--- src/rtl/xps2_rx_pkg.sv ---
// Shared constants for the PS/2 receiver: register map, STATUS bit positions, frame layout, FSM encoding.
// Used by xps2_rx and its FIFO.
package xps2_rx_pkg;

  localparam logic XPS2_STATUS = 1'b0;
  localparam logic XPS2_DATA   = 1'b1;

  localparam int ST_NEMPTY = 0;
  localparam int ST_OVF    = 1;
  localparam int ST_PERR   = 2;
  localparam int ST_FERR   = 3;

  localparam logic [7:0] XPS2_BREAK = 8'hF0;
  localparam int FRAME_LEN    = 11;
  localparam int PAYLOAD_BITS = FRAME_LEN - 1;  // data, parity and stop follow the start bit

  typedef enum logic [1:0] {
    S_IDLE  = 2'd0,
    S_RECV  = 2'd1,
    S_CHECK = 2'd2
  } state_t;

  typedef struct packed {
    logic [3:0] count;
    logic       ferr;
    logic       perr;
    logic       ovf;
    logic       nempty;
  } status_t;

  function automatic logic [3:0] sat_count(input int unsigned c);
    return (c > 15) ? 4'd15 : c[3:0];
  endfunction

endpackage

--- src/rtl/xps2_rx_if.sv ---
// picoVersat peripheral bus as seen by xps2_rx: select, read/write, address, write data, read data.
// master = controller side, slave = peripheral side.
interface xps2_rx_if #(
  parameter int DATA_W = 32
) ();
  logic              sel;
  logic              rw;
  logic              addr;
  logic [DATA_W-1:0] data_in;
  logic [DATA_W-1:0] data_out;

  modport master (output sel, rw, addr, data_in, input data_out);
  modport slave  (input sel, rw, addr, data_in, output data_out);
endinterface

--- src/rtl/xps2_fifo.sv ---
// Synchronous scan-code FIFO; FIFO_DEPTH must be a power of two so pointers wrap naturally.
// Latency 1 cycle push-to-visible; a push while full only lands if a pop happens the same cycle.
module xps2_fifo #(
  parameter int FIFO_DEPTH = 4,
  localparam int PTR_W = $clog2(FIFO_DEPTH),
  localparam int CNT_W = PTR_W + 1
) (
  input  logic             clk,
  input  logic             rst,
  input  logic             push,
  input  logic             pop,
  input  logic [7:0]       din,
  output logic [7:0]       dout,
  output logic             full,
  output logic             empty,
  output logic [CNT_W-1:0] count
);
  logic [7:0]       mem [FIFO_DEPTH];
  logic [PTR_W-1:0] wr_ptr, rd_ptr;
  logic             do_push, do_pop;

  assign full    = (count == CNT_W'(FIFO_DEPTH));
  assign empty   = (count == '0);
  assign do_pop  = pop & ~empty;
  assign do_push = push & (~full | do_pop);
  assign dout    = mem[rd_ptr];

  always_ff @(posedge clk or negedge rst) begin
    if (!rst) begin
      wr_ptr <= '0;
      rd_ptr <= '0;
      count  <= '0;
    end else begin
      if (do_push) wr_ptr <= wr_ptr + PTR_W'(1);
      if (do_pop)  rd_ptr <= rd_ptr + PTR_W'(1);
      count <= count + CNT_W'(do_push) - CNT_W'(do_pop);
    end
  end

  always_ff @(posedge clk) begin
    if (do_push) mem[wr_ptr] <= din;
  end
endmodule

--- src/rtl/xps2_rx.sv ---
// PS/2 device-to-host receiver: sync, 11-bit frame FSM with parity/stop/timeout checks, FIFO, STATUS/DATA regs.
// Pin edge acted on 3 clk later, byte visible 1 cycle after CHECK; no backpressure, full FIFO drops and sets OVF.
// XPS2_BREAK_FILTER_EN: drop 0xF0 and the byte after it so each keypress yields one entry.
module xps2_rx
  import xps2_rx_pkg::*;
#(
  parameter int DATA_W      = 32,
  parameter int FIFO_DEPTH  = 4,
  parameter int TIMEOUT_CYC = 100000
) (
  input  logic     clk,
  input  logic     rst,
  input  logic     ps2_clk,
  input  logic     ps2_data,
  xps2_rx_if.slave bus
);
  localparam int TMO_W = $clog2(TIMEOUT_CYC + 1);
  localparam int CNT_W = $clog2(FIFO_DEPTH) + 1;

  logic [1:0]              clk_sync, dat_sync;
  logic                    clk_prev, fall, bit_in;
  state_t                  state, state_nxt;
  logic [3:0]              bit_cnt;
  logic [PAYLOAD_BITS-1:0] shreg;
  logic [TMO_W-1:0]        tmo_cnt;
  logic                    last_bit, tmo_hit;
  logic                    accept, push, perr_set, ferr_set, ovf_set;
  logic                    ovf, perr, ferr;
  logic                    pop, clr_wr;
  logic [7:0]              fifo_dout;
  logic                    fifo_full, fifo_empty;
  logic [CNT_W-1:0]        fifo_cnt;
  status_t                 st;
  logic [7:0]              status_word;
  logic                    unused_data_in;

  // Idle level of both pins is high, so the synchronisers reset to 1 to avoid a false edge.
  always_ff @(posedge clk or negedge rst) begin
    if (!rst) begin
      clk_sync <= 2'b11;
      dat_sync <= 2'b11;
      clk_prev <= 1'b1;
    end else begin
      clk_sync <= {clk_sync[0], ps2_clk};
      dat_sync <= {dat_sync[0], ps2_data};
      clk_prev <= clk_sync[1];
    end
  end

  assign fall     = clk_prev & ~clk_sync[1];
  assign bit_in   = dat_sync[1];
  assign last_bit = (bit_cnt == 4'(PAYLOAD_BITS - 1));
  assign tmo_hit  = (tmo_cnt == TMO_W'(TIMEOUT_CYC));

  always_ff @(posedge clk or negedge rst) begin
    if (!rst) state <= S_IDLE;
    else      state <= state_nxt;
  end

  always_comb begin
    state_nxt = state;
    case (state)
      S_IDLE:  if (fall && !bit_in) state_nxt = S_RECV;
      S_RECV: begin
        if (fall && last_bit) state_nxt = S_CHECK;
        else if (!fall && tmo_hit) state_nxt = S_IDLE;
      end
      S_CHECK: state_nxt = S_IDLE;
      default: state_nxt = S_IDLE;
    endcase
  end

  always_ff @(posedge clk or negedge rst) begin
    if (!rst) begin
      bit_cnt <= '0;
      shreg   <= '0;
      tmo_cnt <= '0;
    end else if (state == S_RECV) begin
      if (fall) begin
        shreg   <= {bit_in, shreg[PAYLOAD_BITS-1:1]};
        bit_cnt <= bit_cnt + 4'd1;
        tmo_cnt <= '0;
      end else begin
        tmo_cnt <= tmo_cnt + TMO_W'(1);
      end
    end else begin
      bit_cnt <= '0;
      tmo_cnt <= '0;
    end
  end

`ifdef XPS2_BREAK_FILTER_EN
  logic brk;
  // Any accepted byte while brk is set is the released key's code: drop it and re-arm.
  always_ff @(posedge clk or negedge rst) begin
    if (!rst)        brk <= 1'b0;
    else if (accept) brk <= ~brk & (shreg[7:0] == XPS2_BREAK);
  end
`endif

  always_comb begin
    accept   = 1'b0;
    push     = 1'b0;
    perr_set = 1'b0;
    ferr_set = 1'b0;
    if (state == S_CHECK) begin
      perr_set = ~(^shreg[8:0]);
      ferr_set = ~shreg[9];
      accept   = ~perr_set & ~ferr_set;
`ifdef XPS2_BREAK_FILTER_EN
      push     = accept & ~brk & (shreg[7:0] != XPS2_BREAK);
`else
      push     = accept;
`endif
    end
  end

  assign pop     = bus.sel & ~bus.rw & (bus.addr == XPS2_DATA);
  assign clr_wr  = bus.sel & bus.rw & (bus.addr == XPS2_STATUS);
  assign ovf_set = push & fifo_full & ~pop;

  xps2_fifo #(.FIFO_DEPTH(FIFO_DEPTH)) u_fifo (
    .clk   (clk),
    .rst   (rst),
    .push  (push),
    .pop   (pop),
    .din   (shreg[7:0]),
    .dout  (fifo_dout),
    .full  (fifo_full),
    .empty (fifo_empty),
    .count (fifo_cnt)
  );

  // Set beats a same-cycle clear so no error event is ever lost.
  always_ff @(posedge clk or negedge rst) begin
    if (!rst) begin
      ovf  <= 1'b0;
      perr <= 1'b0;
      ferr <= 1'b0;
    end else begin
      ovf  <= ovf_set  | (ovf  & ~(clr_wr & bus.data_in[ST_OVF]));
      perr <= perr_set | (perr & ~(clr_wr & bus.data_in[ST_PERR]));
      ferr <= ferr_set | (ferr & ~(clr_wr & bus.data_in[ST_FERR]));
    end
  end

  always_comb begin
    st.count    = sat_count(32'(fifo_cnt));
    st.ferr     = ferr;
    st.perr     = perr;
    st.ovf      = ovf;
    st.nempty   = ~fifo_empty;
    status_word = st;
  end

  assign bus.data_out = (bus.addr == XPS2_DATA) ? (fifo_empty ? '0 : DATA_W'(fifo_dout))
                                                : DATA_W'(status_word);

  assign unused_data_in = ^{bus.data_in[DATA_W-1:4], bus.data_in[ST_NEMPTY]};
endmodule

--- src/flat_wrapper.sv ---
// flat-port wrapper written by rule: the top's interface ports become plain ports
module xps2_rx_flat import xps2_rx_pkg::*;
#(
  parameter int DATA_W      = 32,
  parameter int FIFO_DEPTH  = 4,
  parameter int TIMEOUT_CYC = 100000
)
  (clk, rst, ps2_clk, ps2_data, bus_sel, bus_rw, bus_addr, bus_data_in, bus_data_out);
  xps2_rx_if #(.DATA_W(DATA_W)) bus_i ();
  input  logic clk;
  input  logic rst;
  input  logic ps2_clk;
  input  logic ps2_data;
  input wire logic [$bits(bus_i.sel)-1:0] bus_sel;
  input wire logic [$bits(bus_i.rw)-1:0] bus_rw;
  input wire logic [$bits(bus_i.addr)-1:0] bus_addr;
  input wire logic [$bits(bus_i.data_in)-1:0] bus_data_in;
  output wire logic [$bits(bus_i.data_out)-1:0] bus_data_out;
  assign bus_i.sel = bus_sel;
  assign bus_i.rw = bus_rw;
  assign bus_i.addr = bus_addr;
  assign bus_i.data_in = bus_data_in;
  assign bus_data_out = bus_i.data_out;
  xps2_rx #(.DATA_W(DATA_W), .FIFO_DEPTH(FIFO_DEPTH), .TIMEOUT_CYC(TIMEOUT_CYC)) u_core (.clk(clk), .rst(rst), .ps2_clk(ps2_clk), .ps2_data(ps2_data), .bus(bus_i));
endmodule
--- config.mk ---
export PLATFORM = sky130hd
export DESIGN_NAME = xps2_rx_flat
export DESIGN_NICKNAME = d
export VERILOG_FILES = /design/src/rtl/xps2_rx_pkg.sv /design/src/rtl/xps2_rx_if.sv /design/src/rtl/xps2_fifo.sv /design/src/rtl/xps2_rx.sv /design/src/flat_wrapper.sv
export SDC_FILE = /design/constraint.sdc
export NUM_CORES = 1
export LEC_CHECK = 0
export BUFFER_PORTS_ARGS = -buffer_cell sky130_fd_sc_hd__buf_2
export CAP_MARGIN = 40
export CORE_MARGIN = 2
export CORE_UTILIZATION = 38
export DETAILED_ROUTE_END_ITERATION = 8
export MAX_ROUTING_LAYER = met4
export PLACE_DENSITY = 0.62
export SETUP_SLACK_MARGIN = 0.1
export SLEW_MARGIN = 20
export SYNTH_ARGS = -nofsm -noshare
export SYNTH_HDL_FRONTEND = slang
export SYNTH_SLANG_ARGS = --single-unit
export TNS_END_PERCENT = 5
--- constraint.sdc ---
create_clock -name clk -period 2.9 [get_ports clk]
set_input_delay 0.145 -clock clk [delete_from_list [all_inputs] [get_ports clk]]
set_output_delay 0.145 -clock clk [all_outputs]
set_load 0.005 [all_outputs]
# Word-level counts from Yosys, hierarchy flattened
# Memory sizes are Yosys's and may differ from the RTL's.
# Index checks and enable logic that the tools add are counted.
# op_classes
addsub,6
multipliers,0
div_mod_pow,0
n_lt_le_gt_ge,0
eq_ne,8
shift,0
muxes,15
bitwise_logic,31
n_reduce_logical,10
# ops
operator,count
17-bit 2-to-1 mux,2
32-bit 2-to-1 mux,1
"17-bit by 1-bit adder with 17-bit output, second input constant",1
"17-bit equality test, second input constant",1
1-bit bitwise AND,16
1-bit NOT,11
9-bit parity,1
4-bit 2-to-1 mux,2
8-bit 2-to-1 mux,1
2-bit 2-to-1 mux,3
1-bit 2-to-1 mux,5
"2-bit by 1-bit adder with 2-bit output, second input constant",2
"4-bit by 1-bit adder with 4-bit output, second input constant",1
"4-bit equality test, second input constant",1
"2-bit by 1-bit inequality test with 1-bit output, second input constant",2
1-bit OR,4
2-bit case mux with 2 select lines,1
2-bit AND reduction,2
3-bit by 1-bit adder with 3-bit output,1
"3-bit equality test, second input constant",1
1-bit logical AND,3
3-bit zero test,1
"3-bit by 1-bit inequality test with 1-bit output, second input constant",1
3-bit by 1-bit subtractor with 3-bit output,1
other kinds (4),5
# word_totals
regBits,48
latchBits,0
ram_bits,32
rom_bits,0
inputBits,39
out_inout_bits,32
wordCells,84
n_memories,1
# mem_list
memory,depth,word_bits,read_ports,rd_clocked_by_memory_dff,wr,line_no,source
u_core.u_fifo.mem,4,8,1,0,1,xps2_fifo.sv:18,logic [7:0] mem [FIFO_DEPTH];

# Longest topological paths before layout
# Gate-level depths: netlist of the first run.
# logic_depth
ltp_word,8
mapped_depth,9
ltp_nobuf,9

# Modules after synthesis
# A second synthesis of the first run with hierarchy kept.
# unflattened
hier_cells,295
hier_area_um2,3768.6
# by_module_without_submodules
module,instances,cells_per_inst,area_each_um2,seq_area_each_um2
xps2_rx,1,218,2190.9,1032.2
xps2_fifo,1,77,1577.8,1136.1

# Least setup slack after synthesis of the first run
# Ideal clock, no wire load.
# synth_path
path_type,reg2reg
from,reg u_core.shreg[1]
to,reg u_core.u_fifo.count[2]
setup_ps,133
arrival_time_ps,2410
required_ps,2767
slack_ps,357
path_stages_with_launch,10
path_buffers,0
period_less_slack_ps,2543
cell_sequence,dfrtp_1 xor3_1 a311oi_2 mux2i_4 ha_1 inv_1 ha_1 fa_1 xor2_1 xnor2_1
# synth_between
elab_chain_len,6
# synth_rtl
item,line_no,source
from (decl),xps2_rx.sv:24,logic [PAYLOAD_BITS-1:0] shreg;
from (signal assigned),xps2_rx.sv:80,"shreg <= {bit_in, shreg[PAYLOAD_BITS-1:1]};"
9-bit parity,xps2_rx.sv:107,perr_set = ~(^shreg[8:0]);
1-bit bitwise AND,xps2_rx.sv:109,accept = ~perr_set & ~ferr_set;
1-bit 2-to-1 mux,xps2_rx.sv:106,if (state == S_CHECK) begin
1-bit bitwise AND,xps2_fifo.sv:25,assign do_push = push & (~full | do_pop);
3-bit by 1-bit adder with 3-bit output,xps2_fifo.sv:36,count <= count + CNT_W'(do_push) - CNT_W'(do_pop);
3-bit by 1-bit subtractor with 3-bit output,xps2_fifo.sv:36,
to (signal assigned),xps2_fifo.sv:36,
to (decl),xps2_fifo.sv:16,output logic [CNT_W-1:0] count
# Every way passes these cells.
# A chain may end at the register's enable or synchronous reset.

# Worst setup path after layout of the first run
# layout_path
from,reg u_core.shreg[0]
to,reg u_core.u_fifo.count[2]
# Same word-level chain as after synthesis.

==> results of run 1 <==
## report_power, final
part	internal, W	switching [W]
clock	0.000389	0.000379
sequential	0.00139	0.000240
combinational	0.000622	0.000442
total	0.00240	0.00106
## synthesized netlist by cell type, types with 2 or more instances
cell	n
nand2_1	6
mux4_2	8
mux2_2	10
o22ai_1	3
edfxtp_1	32
nand3_1	5
nand3b_1	3
nor2b_1	4
and4_1	3
or3_1	5
nand2b_1	4
xnor2_1	10
inv_1	27
nor2_1	26
a311oi_2	2
nand4_1	7
and3_1	3
dfrtp_1	43
nor4_1	2
clkbuf_1	8
buf_4	24
xor2_1	13
o21ai_0	11
a21oi_1	11
dfstp_2	5
ha_1	10
## worst max-delay path, cell delays in order, from the launching register on
cell,delay (ns)
dfrtp_2,0.47
xor3_1,0.43
a311oi_2,0.33
mux2i_4,0.12
ha_1,0.29
inv_1,0.04
ha_1,0.19
fa_1,0.37
xor2_1,0.16
xnor2_1,0.13
## cell families (layout without fill, tap and decap cells)
kind of cell	Yosys count	count (layout)	share of synthesized area, %
compound gates	30	30	4.84
xor+xnor	26	26	7.14
fa+ha+maj	11	11	3.82
buf+inv	60	76	8.32
flops	80	80	57.0
mux	20	20	8.68
other cells	1	24	0.0986
simple gates	73	73	10.1
## area by class of cell
cell class / instances / area [µm²]
clock inverters: 7 / 62.6
fillers: 947 / 5470
repair buffers: 33 / 225
flip-flops and latches: 80 / 2170
multi-input cells: 184 / 1410
clock buffers: 9 / 124
inverters: 27 / 101
well taps: 133 / 166
## registers in the layout, indices dropped and copies added (netlist names), 2 cells and up
signal,count
u_core.u_fifo.mem,32
u_core.state,2
u_core.u_fifo.rd_ptr,2
u_core.bit_cnt,4
u_core.shreg,10
u_core.tmo_cnt,17
u_core.u_fifo.wr_ptr,2
u_core.u_fifo.count,3
u_core.clk_sync,2
u_core.dat_sync,2
## metrics by stage
stage	setup slack, ns	power (W)	util (%)	area (µm²)
after floorplan	0.357	0.00237	-	3890
after global placement	0.214	0.00260	41.0	3990
after detailed placement	0.163	0.00264	41.2	4010
after CTS	0.137	0.00343	43.4	4220
after global routing	0.128	0.00370	43.8	4260
final	0.258	0.00346	43.8	4260
## layer usage
| metal | share of wire (%) | wire length (µm) | vias up | global-route usage, % |
|---|---|---|---|---|
| met1 | 45 | 2880 | 1087 | 16.0 |
| met3 | 3.7 | 237 | 9 | 5.20 |
| met2 | 50 | 3220 | 37 | 20.7 |
| met4 | 0.95 | 61 | 0 | 3.19 |
| met5 | 0 | 0 | - | - |
| li1 | - | - | 1065 | - |
## timing repair
| action | in CTS | in global routing |
|---|---|---|
| buffers inserted | 0 | 4 |
| gates resized for setup | 0 | 4 |
| hold buffers | 3 | 0 |
| setup endpoints to repair | 0 | 1 |
| endpoints found under the hold margin | 18 | 0 |
## worst max-delay path by stage
stage | from | to | slack (ns)
after detailed placement | u_core.shreg[2]$_DFFE_PN0P_ | u_core.u_fifo.count[2]$_DFF_PN0_ | 0.16
after global placement | u_core.shreg[2]$_DFFE_PN0P_ | u_core.u_fifo.count[2]$_DFF_PN0_ | 0.21
after floorplan | u_core.shreg[1]$_DFFE_PN0P_ | u_core.u_fifo.count[2]$_DFF_PN0_ | 0.36
final | u_core.shreg[0]$_DFFE_PN0P_ | u_core.u_fifo.count[2]$_DFF_PN0_ | 0.26
after global routing | u_core.shreg[0]$_DFFE_PN0P_ | u_core.u_fifo.count[2]$_DFF_PN0_ | 0.13
after CTS | u_core.shreg[2]$_DFFE_PN0P_ | u_core.u_fifo.count[2]$_DFF_PN0_ | 0.14
==> results.toml, run 1 <==
[outcome]
outcome = "completed"

[yosys]
ys_ff_latch = 80
synth_edf_count = 32
synth_cells = 301
yosysWarnings = 0
async_flop_share_pct = 60.0
synth-seq-area-share_pct = 57.0
yosys.area.top_type_share_pct = 28.3
syn-cell-area_um2 = 3800
synthTopCellsByArea = "dfrtp_1, edfxtp_1, buf_4"
syn-mean-instance-area_um2 = 12.6
synthFlopType = "dfrtp_1"
yosysTopAreaCell = "dfrtp_1"
ys_types = 42

[critical_path]
crit_fanout = 7
cp-end-kind = "flip-flop"
regToRegSetupSlack_ns = 0.26
arrival_ns = 2.87
rr_startpoint = "u_core.shreg[0]$_DFFE_PN0P_"
reg2reg_depth = 9
rr_endpoint = "u_core.u_fifo.count[2]$_DFF_PN0_"
required_ns = 3.13
startpoint_type = "flip-flop"
critPathKind = "reg2reg"

[routing]
routed_wl_um = 6390
wl_per_cell_um = 13.5
drc = 0
vias = 2198
drtPass1Iterations = 4
drt_iter0_drc = 69
antenna_left = 0
viasPerCell = 4.65

[pwr]
vdd_drop_max_v = 0.000342
powerDensity_nw_per_um2 = 813
leakagePower_nw = 1.80

[sta]
whs_ns = 0.0922
finalClockSkew_ns = 0.00920
worstMarginPinSlew_ns = 0.684
rsz0062_at_grt = "false"
slew_headroom_pct = 54.4
setup_viol = 0
slew_violations = 0
finalCriticalPeriod_ns = 2.64
period_share_pct = 91.1
fmax_mhz = 378
hold_viol_final = 0
setup_tns_ns = 0

[global_routing]
grt_pass1_vias = 2175
grt_pass1_wl_um = 10600
grt_antenna_before_repair = 0
grt_max_degree = 33
grt_use_total_pct = 13.1
grt.overflow.total = 0

[flow_run]
maxCapViolCount = 0

[cells_and_area]
layout_common_cells = "dfrtp_1, edfxtp_1, inv_1, nor2_1, conb_1"
final_cells = 473
layout_commonest_cell = "dfrtp_1"
layout-drive-gt1-share_pct = 23.5
area_delta_synth_final_pct = 11.9
layout.nets = 385
antenna_cells = 0

[min_path]
worstHoldStart = "bus_data_in[2]"
worstHoldPathCells = 4
hp-class = "in2reg"
whs_endpoint = "u_core.perr$_DFF_PN0_"

[place]
dpl.cell_count = 450
gp_congestion = 0.733
hpwl_um = 4560
port_buffers = 17

[floorplan]
die_h_um = 104
dieArea_um2 = 10800
pin_count = 71
die_w_um = 104
num_rows = 36
start_util_pct = 39.1
core_region_area_um2 = 9730

[clocking]
clk_path_buf_depth = 2
clk_root_buffer_cell = "clkbuf_8"
insertion_delay_ns = 0.35
cts_tree = "built"
cts_max_level = 3
clkSinkCount = 80
path_clk_slew_ns = 0.08
cts_buffers = 9
Note: power is estimated with default switching activity, not from simulation.
==> run 2: changes to the inputs <==
--- a/config.mk
+++ b/config.mk
@@ -12,6 +12,7 @@
 export DETAILED_ROUTE_END_ITERATION = 8
 export MAX_ROUTING_LAYER = met4
 export PLACE_DENSITY = 0.62
+export REMOVE_ABC_BUFFERS = 1
 export SETUP_SLACK_MARGIN = 0.1
 export SLEW_MARGIN = 20
 export SYNTH_ARGS = -nofsm -noshare
==> run 2 against run 1 <==
Worst hold slack better by 0.0054 ns; sequential cell count stayed put; die area stayed put; power is 2.6% lower; global-route usage is 0.25 points lower; first-iteration DRC count is 13% higher; count of clock-buffer cells in the layout is 3 higher; setup slack worse by 0.016 ns; combinational power is 8% lower; non-clock buffer count is 3 lower.
==> results.toml, run 2 (synthesis results as in run 1) <==
[floorplan]
start_util_pct = 39.1
pin_count = 71
dieArea_um2 = 10800
num_rows = 36
die_h_um = 104
die_w_um = 104
core_region_area_um2 = 9730

[place]
dpl.cell_count = 450
port_buffers = 17
gp_congestion = 0.722
hpwl_um = 4380
dpl_cell_area_um2 = 4010

[critical_path]
cp-end-kind = "flip-flop"
arrival_ns = 2.88
startpoint_type = "flip-flop"
crit_fanout = 7
critPathKind = "reg2reg"
required_ns = 3.13

[sta]
fmax_mhz = 376
period_share_pct = 91.6
finalCriticalPeriod_ns = 2.66
setup_viol = 0
rsz0062_at_grt = "false"
hold_viol_final = 0
slew_violations = 0
worstMarginPinSlew_ns = 0.638
finalClockSkew_ns = 0.0104
setup_tns_ns = 0
slew_headroom_pct = 57.4

[routing]
drc = 0
routed_wl_um = 6230
drtPass1Iterations = 6
vias = 2186
wl_per_cell_um = 13.3
viasPerCell = 4.65
drt_iter0_drc = 78
antenna_left = 0

[cells_and_area]
nFillCells = 924
layout_common_cells = "dfrtp_1, edfxtp_1, inv_1, nor2_1, conb_1"
layout-drive-gt1-share_pct = 21.1
finish.utilization_pct = 43.4
largest_register_ffs = 32
fin_area_um2 = 4230
largest-register = "u_core.u_fifo.mem"
layout.nets = 382
layout_commonest_cell = "dfrtp_1"
top_regs = "u_core.u_fifo.mem x32, u_core.tmo_cnt x17, u_core.shreg x10"
area_delta_synth_final_pct = 11.1
final_cells = 470
antenna_cells = 0

[pwr]
leakagePower_nw = 1.79
vdd_drop_max_v = 0.000309
powerDensity_nw_per_um2 = 798

[flow_run]
maxCapViolCount = 0

[clocking]
cts_max_level = 3
path_clk_slew_ns = 0.08
cts_tree = "built"
cts_buffers = 9
clkSinkCount = 80
clk_root_buffer_cell = "clkbuf_8"
insertion_delay_ns = 0.35
clk_path_buf_depth = 2

[outcome]
outcome = "completed"

[global_routing]
grt_pass1_vias = 2194
grt.overflow.total = 0
grt_max_degree = 33
grt_pass1_wl_um = 10600
grt_use_total_pct = 12.9
grt_antenna_before_repair = 0

[min_path]
hp-class = "in2reg"
==> run 2: changes by cell type in the layout (fill, tap and decap cells not counted) <==
cell	delta
dfrtp_1	+3
dfrtp_2	-3
buf_4	-3
clkbuf_1	+3
clkinvlp_4	-1
clkinv_2	-2
==> run 2: metrics by stage <==
stage                     setup WS (ns)  hold WS (ns)  power, W
after floorplan                   0.361        -0.151   0.00233
after global placement            0.208         0.252   0.00261
after detailed placement          0.177         0.116   0.00264
after CTS                         0.150        0.0886   0.00342
after global routing              0.127         0.119   0.00360
final                             0.242        0.0976   0.00337
==> run 2: worst paths after layout <==
kind	cells past startpoint	startpoint	slack [ns]	endpoint
min	4	bus_data_in[3]	0.1	u_core.ferr$_DFF_PN0_
max in group asynchronous	3	rst	2.03	u_core.clk_sync[1]$_DFF_PN1_
min in group asynchronous	2	rst	0.27	u_core.u_fifo.wr_ptr[1]$_DFFE_PN0P_
max	9	u_core.shreg[2]$_DFFE_PN0P_	0.24	u_core.u_fifo.count[2]$_DFF_PN0_
max reg2reg	9	u_core.shreg[2]$_DFFE_PN0P_	0.24	u_core.u_fifo.count[2]$_DFF_PN0_
min reg2reg	0	u_core.dat_sync[0]$_DFF_PN1_	0.35	u_core.dat_sync[1]$_DFF_PN1_
==> run 2: cell type report <==
cell class / instances / area (µm²) / area share [%]
Inverter: 27 / 101 / 2.40
Sequential cell: 80 / 2170 / 51.3
Tap cell: 133 / 166 / 3.94
Clock inverter: 4 / 45.0 / 1.07
Multi-Input combinational cell: 184 / 1410 / 33.3
Clock buffer: 12 / 135 / 3.20
Timing Repair Buffer: 30 / 203 / 4.80
==> run 2: per-layer routing <==
metal,track usage (%),vias up,part of all wire [%]
met2,21.2,44,50
met5,-,-,0
met1,15.0,1078,45
li1,-,1060,-
met3,4.51,4,3.8
met4,3.76,0,0.58
==> run 2: critical path, cell delays in order, from the launching register on <==
cell and delay, ns:
dfrtp_1 0.46, xor2_1 0.18, xnor3_2 0.50, mux2i_4 0.22, ha_1 0.29, inv_1 0.04
ha_1 0.19, fa_1 0.38, xor2_1 0.16, xnor2_1 0.12
==> run 2: where the power goes <==
part / leakage, nW / total (W) / switching [W] / internal [W]
clock: 0.0941 / 0.000768 / 0.000374 / 0.000395
combinational: 0.792 / 0.000970 / 0.000412 / 0.000558
sequential: 0.900 / 0.00164 / 0.000249 / 0.00139
==> run 2: what timing repair did <==
item	CTS	global route
hold buffers	3	0
endpoints found under the hold margin	18	0
gates resized for setup	0	1
buffers inserted	0	1
setup endpoints to repair	0	1
==> run 3: changes to the inputs <==
--- a/config.mk
+++ b/config.mk
@@ -8,10 +8,12 @@
 export BUFFER_PORTS_ARGS = -buffer_cell sky130_fd_sc_hd__buf_2
 export CAP_MARGIN = 40
 export CORE_MARGIN = 2
-export CORE_UTILIZATION = 38
+export CORE_UTILIZATION = 33
+export CTS_BUF_LIST = sky130_fd_sc_hd__clkbuf_8
 export DETAILED_ROUTE_END_ITERATION = 8
+export GPL_TIMING_DRIVEN = 0
 export MAX_ROUTING_LAYER = met4
-export PLACE_DENSITY = 0.62
+export PLACE_DENSITY = 0.56
 export REMOVE_ABC_BUFFERS = 1
 export SETUP_SLACK_MARGIN = 0.1
 export SLEW_MARGIN = 20
==> run 3 against run 2 <==
Routed wire length is 1.5% lower; non-clock buffer count is 9 lower; combinational power is 7.5% lower; global-route usage is 1.8 points lower; final cell count is 0.21% higher; setup slack better by 0.027 ns; sequential share of layout area is 0.74 points higher; sequential cell count stayed put.
==> results.toml, run 3 (synthesis results as in run 1) <==
[outcome]
outcome = "completed"

[floorplan]
pin_count = 71
die_w_um = 111
dieArea_um2 = 12400
num_rows = 39
core_region_area_um2 = 11300
die_h_um = 111
start_util_pct = 33.6

[global_routing]
grt_use_total_pct = 11.1
grt_antenna_before_repair = 0
grt.overflow.total = 0
grt_max_degree = 49
grt_pass1_vias = 2068
grt_pass1_wl_um = 10500

[cells_and_area]
largest_register_ffs = 32
layout_common_cells = "dfrtp_1, edfxtp_1, inv_1, nor2_1, conb_1"
layout.nets = 373
area_delta_synth_final_pct = 9.57
antenna_cells = 0
layout-drive-gt1-share_pct = 19.2
nFillCells = 1107
layout_commonest_cell = "dfrtp_1"
largest-register = "u_core.u_fifo.mem"
top_regs = "u_core.u_fifo.mem x32, u_core.tmo_cnt x17, u_core.shreg x10"

[critical_path]
slowest_stage = "xnor3_2"
required_ns = 3.13
path_cells = "xor2_1 -> xnor3_2 -> mux2i_4 -> ha_1 -> inv_1 -> ha_1 -> fa_1 -> xor2_1 -> xnor2_1"
critPathKind = "reg2reg"
startpoint = "u_core.shreg[2]$_DFFE_PN0P_"
crit_fanout = 7
cp-end-kind = "flip-flop"
arrival_ns = 2.86
rr_startpoint = "u_core.shreg[2]$_DFFE_PN0P_"
critical_path.max_stage_delay_ns = 0.50
startpoint_type = "flip-flop"

[pwr]
leakagePower_nw = 1.75
powerDensity_nw_per_um2 = 794
vdd_drop_max_v = 0.000357
power_w = 0.00331

[clocking]
cts_tree = "built"
path_clk_slew_ns = 0.08
insertion_delay_ns = 0.35
clkSinkCount = 80
clk_root_buffer_cell = "clkbuf_8"
cts_max_level = 3
cts_buffers = 9
clk_path_buf_depth = 2

[flow_run]
maxCapViolCount = 0

[place]
hpwl_um = 4320
port_buffers = 17
gp_congestion = 0.742

[sta]
worstMarginPinSlew_ns = 0.806
slew_headroom_pct = 46.1
slew_violations = 0
fmax_mhz = 380
finalClockSkew_ns = 0.00671
finalCriticalPeriod_ns = 2.63
rsz0062_at_grt = "false"
period_share_pct = 90.7
setup_tns_ns = 0
setup_viol = 0
hold_viol_final = 0

[routing]
drt_iter0_drc = 64
drc = 0
routed_wl_um = 6140
antenna_left = 0
wl_per_cell_um = 13.0
vias = 2123
viasPerCell = 4.51
drtPass1Iterations = 4

[min_path]
hp-class = "in2reg"
worstHoldStart = "bus_data_in[2]"
run 3: changes by cell type in the layout (fill, tap and decap cells not counted), moves of 2 or more:
cell | before | now
buf_4 | 9 | 2
clkbuf_1 | 3 | 0
clkinv_1 | 0 | 2
inv_1 | 27 | 29
run 3: path summary, 6_finish.rpt:
path,to,slack (ns),cells after the start
min in group asynchronous,u_core.u_fifo.wr_ptr[1]$_DFFE_PN0P_,0.35,2
min,u_core.perr$_DFF_PN0_,0.1,4
max in group asynchronous,u_core.shreg[5]$_DFFE_PN0P_,2.11,2
max reg2reg,u_core.u_fifo.count[2]$_DFF_PN0_,0.27,9
max,u_core.u_fifo.count[2]$_DFF_PN0_,0.27,9
min reg2reg,u_core.clk_sync[1]$_DFF_PN1_,0.36,0
run 3: through the flow:
stage	setup WS [ns]	hold slack [ns]	util (%)	cell area, µm²	std cells
6_report	0.269	0.0981	36.8	4170	471
5_1_grt	0.110	0.104	36.8	4170	471
4_1_cts	0.140	0.0861	36.7	4150	470
3_5_place_dp	0.148	0.218	34.8	3940	451
3_3_place_gp	0.202	0.253	34.8	3940	451
2_1_floorplan	0.361	-0.151	-	3670	291
run 3: worst max-delay path, delay by kind of cell (launching register included):
kind	cells	cell delay (ns)
DFF	1	0.45
xor gates and xnor gates	4	0.97
adders and majority gates	3	0.84
buffers and inverters	1	0.04
muxes	1	0.22
run 3: layout make-up:
type,instances,area (µm²),share of cell area (%)
Clock buffer,9,124,2.97
Clock inverter,7,55.1,1.32
Inverter,27,101,2.43
Multi-Input combinational cell,184,1410,33.9
Sequential cell,80,2170,52.1
Tap cell,143,179,4.29
Timing Repair Buffer,21,125,3.00
run 3: routing by layer:
| layer | vias to the layer above | GRT usage, % | share of wire, % | wire [µm] |
|---|---|---|---|---|
| li1 | 1039 | - | - | - |
| met1 | 1037 | 14.4 | 48 | 2950 |
| met2 | 37 | 16.7 | 47 | 2870 |
| met3 | 10 | 3.65 | 3.9 | 237 |
| met4 | 0 | 3.46 | 1.3 | 77 |
| met5 | - | - | 0 | 0 |
run 3: what timing repair did:
item                       in CTS  in global routing
setup buffers                   0                  1
hold endpoints to repair       45                  0
setup endpoints to repair       0                  1
hold buffers                    3                  0
gates resized for setup         0                  3
run 3: power by group:
group	switching [W]	internal [W]	leakage, nW	total [W]
clock network	0.000368	0.000382	0.100	0.000751
logic	0.000368	0.000529	0.746	0.000897
registers	0.000276	0.00139	0.899	0.00166
